**config.mk**
```make
export PLATFORM = sky130hd
export DESIGN_NAME = laplace_adder_sequencer_flat
export DESIGN_NICKNAME = d
export VERILOG_FILES = /design/src/rtl/laplace_adder_sequencer_if.sv /design/src/rtl/laplace_adder_sequencer.sv /design/src/flat_wrapper.sv
export SDC_FILE = /design/constraint.sdc
export NUM_CORES = 1
export LEC_CHECK = 0
export CAP_MARGIN = 10
export CORE_MARGIN = 4
export CORE_UTILIZATION = 35
export DETAILED_ROUTE_END_ITERATION = 16
export PLACE_DENSITY = 0.63
export SYNTH_ARGS = -nofsm -noshare
export SYNTH_HDL_FRONTEND = slang
export SYNTH_SLANG_ARGS = --single-unit
```
**constraint.sdc**
```tcl
create_clock -name clk -period 3.2 [get_ports clk]
set_clock_uncertainty 0.1 [all_clocks]
set_input_delay 0.8 -clock clk [delete_from_list [all_inputs] [get_ports clk]]
set_output_delay 0.8 -clock clk [all_outputs]
set_load 0.01 [all_outputs]
```
**src/rtl/laplace_adder_sequencer_if.sv**
```systemverilog
// Handshake and adder bus for the Laplace adder sequencer.
// slave is the sequencer's view; master is the surrounding logic
// (window fetch, pixel writer and the external 8-bit adder).
interface laplace_adder_sequencer_if;
    logic        in_valid;
    logic        in_ready;
    logic [7:0]  pix_c;
    logic [7:0]  pix_n;
    logic [7:0]  pix_s;
    logic [7:0]  pix_e;
    logic [7:0]  pix_w;
    logic [7:0]  add_a;
    logic [7:0]  add_b;
    logic        add_cin;
    logic [7:0]  add_s;
    logic        add_cout;
    logic        out_valid;
    logic        out_ready;
    logic [15:0] out_value;
    logic [7:0]  out_pix;
    logic        busy;

    modport slave (
        input  in_valid, pix_c, pix_n, pix_s, pix_e, pix_w,
        input  add_s, add_cout, out_ready,
        output in_ready, add_a, add_b, add_cin,
        output out_valid, out_value, out_pix, busy
    );

    modport master (
        output in_valid, pix_c, pix_n, pix_s, pix_e, pix_w,
        output add_s, add_cout, out_ready,
        input  in_ready, add_a, add_b, add_cin,
        input  out_valid, out_value, out_pix, busy
    );
endinterface

```
**src/rtl/laplace_adder_sequencer.sv**
```systemverilog
// Computes 4*C - N - S - E - W by running a 16-bit accumulator through an
// external 8-bit adder: each neighbour is subtracted as acc + ~{8'h00,X} + 1,
// done as a low-byte pass then a high-byte pass chained through the carry.
module laplace_adder_sequencer #(
    parameter bit SAT_MODE = 1'b1  // 1: min(|acc|,255); 0: clamp to 0..255
) (
    input  logic                        clk,
    input  logic                        rst,
    laplace_adder_sequencer_if.slave    bus
);

    typedef enum logic [1:0] {IDLE, LO, HI, DONE} state_t;

    state_t          state, state_nxt;
    logic [15:0]     acc;
    logic            carry;
    logic [1:0]      op;
    logic [3:0][7:0] opnd;   // N, S, E, W in subtraction order
    logic [7:0]      cur;
    logic [15:0]     mag;
    logic [7:0]      sat;

    assign cur = opnd[op];

    // State register
    always_ff @(posedge clk or posedge rst) begin
        if (rst) state <= IDLE;
        else     state <= state_nxt;
    end

    // Next state plus handshake and adder operand drive
    always_comb begin
        state_nxt    = state;
        bus.in_ready = 1'b0;
        bus.busy     = 1'b1;
        bus.out_valid = 1'b0;
        bus.add_a    = 8'h00;
        bus.add_b    = 8'h00;
        bus.add_cin  = 1'b0;
        case (state)
            IDLE: begin
                bus.in_ready = 1'b1;
                bus.busy     = 1'b0;
                if (bus.in_valid) state_nxt = LO;
            end
            LO: begin
                bus.add_a   = acc[7:0];
                bus.add_b   = ~cur;
                bus.add_cin = 1'b1;
                state_nxt   = HI;
            end
            HI: begin
                // high byte of ~{8'h00, X} is always all ones
                bus.add_a   = acc[15:8];
                bus.add_b   = 8'hFF;
                bus.add_cin = carry;
                state_nxt   = (op == 2'd3) ? DONE : LO;
            end
            DONE: begin
                bus.out_valid = 1'b1;
                if (bus.out_ready) state_nxt = IDLE;
            end
            default: state_nxt = IDLE;
        endcase
    end

    // Accumulator, carry and operand capture; adder results land only at LO/HI edges
    always_ff @(posedge clk or posedge rst) begin
        if (rst) begin
            acc   <= '0;
            carry <= 1'b0;
            op    <= '0;
            opnd  <= '0;
        end else begin
            case (state)
                IDLE: if (bus.in_valid) begin
                    opnd <= {bus.pix_w, bus.pix_e, bus.pix_s, bus.pix_n};
                    acc  <= {6'b0, bus.pix_c, 2'b00};
                    op   <= '0;
                end
                LO: begin
                    acc[7:0] <= bus.add_s;
                    carry    <= bus.add_cout;
                end
                HI: begin
                    // high-pass carry-out dropped: arithmetic is mod 2^16
                    acc[15:8] <= bus.add_s;
                    if (op != 2'd3) op <= op + 2'd1;
                end
                default: ;
            endcase
        end
    end

    // Output pixel mapping from the signed accumulator
    always_comb begin
        mag = acc[15] ? (~acc + 16'd1) : acc;
        sat = 8'h00;
        if (SAT_MODE) begin
            sat = (mag > 16'd255) ? 8'hFF : mag[7:0];
        end else begin
            if (acc[15])              sat = 8'h00;
            else if (acc > 16'd255)   sat = 8'hFF;
            else                      sat = acc[7:0];
        end
    end

    assign bus.out_value = (state == DONE) ? acc : 16'h0000;
    assign bus.out_pix   = (state == DONE) ? sat : 8'h00;

endmodule

```
**src/flat_wrapper.sv**
```systemverilog
// flat-port wrapper written by rule: the top's interface ports become plain ports
module laplace_adder_sequencer_flat 
#(
    parameter bit SAT_MODE = 1'b1                                          
)
  (clk, rst, bus_in_valid, bus_pix_c, bus_pix_n, bus_pix_s, bus_pix_e, bus_pix_w, bus_add_s, bus_add_cout, bus_out_ready, bus_in_ready, bus_add_a, bus_add_b, bus_add_cin, bus_out_valid, bus_out_value, bus_out_pix, bus_busy);
  laplace_adder_sequencer_if bus_i ();
  input  logic clk;
  input  logic rst;
  input wire logic [$bits(bus_i.in_valid)-1:0] bus_in_valid;
  input wire logic [$bits(bus_i.pix_c)-1:0] bus_pix_c;
  input wire logic [$bits(bus_i.pix_n)-1:0] bus_pix_n;
  input wire logic [$bits(bus_i.pix_s)-1:0] bus_pix_s;
  input wire logic [$bits(bus_i.pix_e)-1:0] bus_pix_e;
  input wire logic [$bits(bus_i.pix_w)-1:0] bus_pix_w;
  input wire logic [$bits(bus_i.add_s)-1:0] bus_add_s;
  input wire logic [$bits(bus_i.add_cout)-1:0] bus_add_cout;
  input wire logic [$bits(bus_i.out_ready)-1:0] bus_out_ready;
  output wire logic [$bits(bus_i.in_ready)-1:0] bus_in_ready;
  output wire logic [$bits(bus_i.add_a)-1:0] bus_add_a;
  output wire logic [$bits(bus_i.add_b)-1:0] bus_add_b;
  output wire logic [$bits(bus_i.add_cin)-1:0] bus_add_cin;
  output wire logic [$bits(bus_i.out_valid)-1:0] bus_out_valid;
  output wire logic [$bits(bus_i.out_value)-1:0] bus_out_value;
  output wire logic [$bits(bus_i.out_pix)-1:0] bus_out_pix;
  output wire logic [$bits(bus_i.busy)-1:0] bus_busy;
  assign bus_i.in_valid = bus_in_valid;
  assign bus_i.pix_c = bus_pix_c;
  assign bus_i.pix_n = bus_pix_n;
  assign bus_i.pix_s = bus_pix_s;
  assign bus_i.pix_e = bus_pix_e;
  assign bus_i.pix_w = bus_pix_w;
  assign bus_i.add_s = bus_add_s;
  assign bus_i.add_cout = bus_add_cout;
  assign bus_i.out_ready = bus_out_ready;
  assign bus_in_ready = bus_i.in_ready;
  assign bus_add_a = bus_i.add_a;
  assign bus_add_b = bus_i.add_b;
  assign bus_add_cin = bus_i.add_cin;
  assign bus_out_valid = bus_i.out_valid;
  assign bus_out_value = bus_i.out_value;
  assign bus_out_pix = bus_i.out_pix;
  assign bus_busy = bus_i.busy;
  laplace_adder_sequencer #(.SAT_MODE(SAT_MODE)) u_core (.clk(clk), .rst(rst), .bus(bus_i));
endmodule
```
==> reports/results.ini <==
[finish]
fillers = 808
drive_gt1_share_pct = 22.6
fin_cells = 537
seq_area_sq_um = 1330
multi_input_area_sq_um = 1700
nets = 487
final_common_cell = clkdlybuf4s50_1
final_cell_mix = clkdlybuf4s50_1, dfrtp_1, nor2_1
area_growth_pct = 42.0
final_util_pct = 51.8
antenna_cells = 0

[grt]
grt_max_degree = 36
grt_usage_pct = 16.8
grt_overflow = 0
antenna_found_initial = 0
grt_pass1_vias = 2860
grt_first_pass_wirelength_um = 15000

[placement]
post-place-cells = 519
dp_slack_ps = 43.8
numPortBuffers = 96
gp_congestion = 0.982
hpwlAfterDp_um = 7020

[floorplan]
die_w_um = 104
coreArea_sq_um = 8810
initial_core_util_pct = 36.5
pin_count = 97
dieHeight_um = 104
dieArea_sq_um = 10800
row_count = 34

[detailed_routing]
wire_per_inst_um = 17.4
first_pass_iters = 4
remaining_drc_errors = 0
vias_per_cell = 5.38
wl_um = 9340
vias = 2888
drt_iter0_drc = 130
ant_nets = 0

[hold_path]
hold_path.class = reg -> reg
holdPathEnd = u_core.opnd[22]
hold_depth = 1
hp-start = u_core.opnd[22]

[power]
switchingPower_mw = 1.79
internal_power_mw = 2.67
sequentialPowerShare_pct = 27.9
power_density_nw_per_um2 = 977
power_frac_clock_pct = 10.8
p_sw_share_pct = 40.1
total_power_mw = 4.45
p_leak_nw = 1.99
comb_power_share_pct = 61.3
ir_worst_vdd_mv = 0.406

[yosys]
synth_async_sr_flop_share_pct = 100
synth.yosys.seq_area_share_pct = 41.3
syn_inst = 315
yosys_warnings = 0
synth_nets = 374
ys_types = 54
synth_area_sq_um = 3210
synth-edff-count = 0
avgSynthCellArea_sq_um = 10.2
synth-seq-cells = 53
synth_ff_type = dfrtp_1

[cts]
root_buffer = clkbuf_8
cts_tree = built
clk_pin_slew_ps = 100
cts_buffer_depth = 2
clkLatencyLatePin_ps = 300
cts.sinks = 53
cts_made_buffers = 5
cts_max_level = 2

[sta]
fin_setup_tns_ps = 0
grt_setup_unrepaired = false
fmax_mhz = 326
setup_viol = 0
period_minus_slack_ps = 3070
timing.final.ws_setup_ps = 132
drv_slew = 0
tightest_slew_ps = 823
timing.slew.headroom_pct = 44.8
finalCritPeriodShare_pct = 95.9
hold_viol_final = 0

[worst_setup_path]
crit_slowest_cell = dfrtp_2
worst_ep_arrival_time_ps = 2170
cp_cell_sequence = inv_1, ha_1, nor3b_4, o2111ai_1, o211ai_1, and4_4, a31oi_1, clkbuf_2
cp_max_fo = 8
worst_r2r_path_depth = 5
crit_type = reg -> out
critical_path.endpoint_type = output port
r2r_start = u_core.state[0]
critPathMaxStageDelay_ps = 450
r2r_setup_slack_ps = 870
start_kind = flop
crit_required_ps = 2300
r2r-end = u_core.acc[9]

[run_status]
outcome = finished clean

[job]
max_cap_viol_count = 0

## area by class of cell
class	instances	area share, %
clock buffers	6	1.81
clock inverters	2	0.823
well taps	108	2.96
multi-input cells	220	37.4
inverters	17	1.48
repair buffers	131	26.4
flip-flops and latches	53	29.1
## how the worst max path moves through the flow
stage	startpoint	endpoint	slack (ps)	cells after the start
detailed placement	u_core.acc[1]	bus_out_pix[0]	40	8
finish	u_core.acc[0]	bus_out_pix[1]	130	8
global placement	u_core.acc[0]	bus_out_pix[1]	110	8
CTS	u_core.acc[2]	bus_out_pix[1]	0.8	8
global route	u_core.acc[1]	bus_out_pix[0]	10	8
floorplan	u_core.acc[2]	bus_out_pix[2]	500	7
## sequential cells by signal, summed over array words and instances (netlist names)
register	cells
u_core.state	2
u_core.op	2
u_core.carry	1
u_core.opnd	32
u_core.acc	16
## power groups by stage
stage | registers, mW | logic, mW | clock network [mW]
floorplan | 1.15 | 1.67 | 0
global placement | 1.23 | 2.65 | 0
detailed placement | 1.25 | 2.68 | 0
CTS | 1.24 | 2.67 | 0.497
global route | 1.29 | 2.97 | 0.519
finish | 1.24 | 2.73 | 0.482
## metrics by stage
| step | cell area [sq um] | hold slack, ps |
|---|---|---|
| floorplan | 3210 | 359 |
| global placement | 4370 | 369 |
| CTS | 4490 | 405 |
| global route | 4560 | 406 |
| detailed placement | 4370 | 381 |
| finish | 4560 | 401 |
## what timing repair did
item | CTS | global route
gates cloned | 0 | 0
endpoints found under the hold margin | 0 | 0
pin swaps | 0 | 2
gates resized for setup | 13 | 27
hold buffers | 0 | 0
setup buffers | 0 | 10
setup endpoints to repair | 17 | 17
## kinds of logic after synthesis
family | Yosys count | share of synthesized area (%)
AOI/OAI and AO/OA | 77 | 16.6
muxes | 42 | 17.5
buffers and inverters | 42 | 6.00
adders and majority gates | 6 | 2.34
xor gates and xnor gates | 7 | 1.91
DFF | 53 | 41.3
and+or+nand+nor | 88 | 14.3
## cell usage after synthesis, types with 2 or more instances
library cell / n / area share [%]
dfrtp_1: 53 / 41
nor2_1: 41 / 4.8
mux2_2: 23 / 8.1
a21oi_1: 20 / 3.1
inv_1: 17 / 2.0
a31oi_1: 14 / 2.7
clkbuf_1: 14 / 1.6
mux2_1: 10 / 3.5
nor2b_1: 10 / 1.9
a22oi_1: 9 / 2.1
and2_1: 8 / 1.6
mux4_2: 8 / 5.6
nand2_1: 8 / 0.94
a22o_1: 6 / 1.6
buf_2: 6 / 0.94
ha_1: 6 / 2.3
xnor2_1: 6 / 1.6
o22ai_1: 5 / 0.97
buf_6: 3 / 1.1
nand3_1: 3 / 0.47
nor4_1: 3 / 0.58
o21ai_0: 3 / 0.47
o21ai_1: 3 / 0.47
o32ai_1: 3 / 0.82
a32o_1: 2 / 0.62
nand2b_1: 2 / 0.39
nor3_1: 2 / 0.31
## worst max-delay path, delay by kind of cell, from the launching register on
kind,cells,cell delay (ps)
AND/OR/NAND/NOR,2,560
flip-flops,1,450
adder cells (fa/ha/maj),1,180
buffers and inverters,2,250
AO/OA/AOI/OAI,3,440
## routing by layer
layer / vias to the layer above / share of wire [%] / GRT usage, %
met4: 0 / 1.1 / 3.42
met2: 130 / 49 / 28.4
met1: 1385 / 42 / 22.1
met3: 10 / 8.0 / 4.23
met5: - / 0 / 0
li1: 1363 / - / -
(Power assumes the default switching activity.)
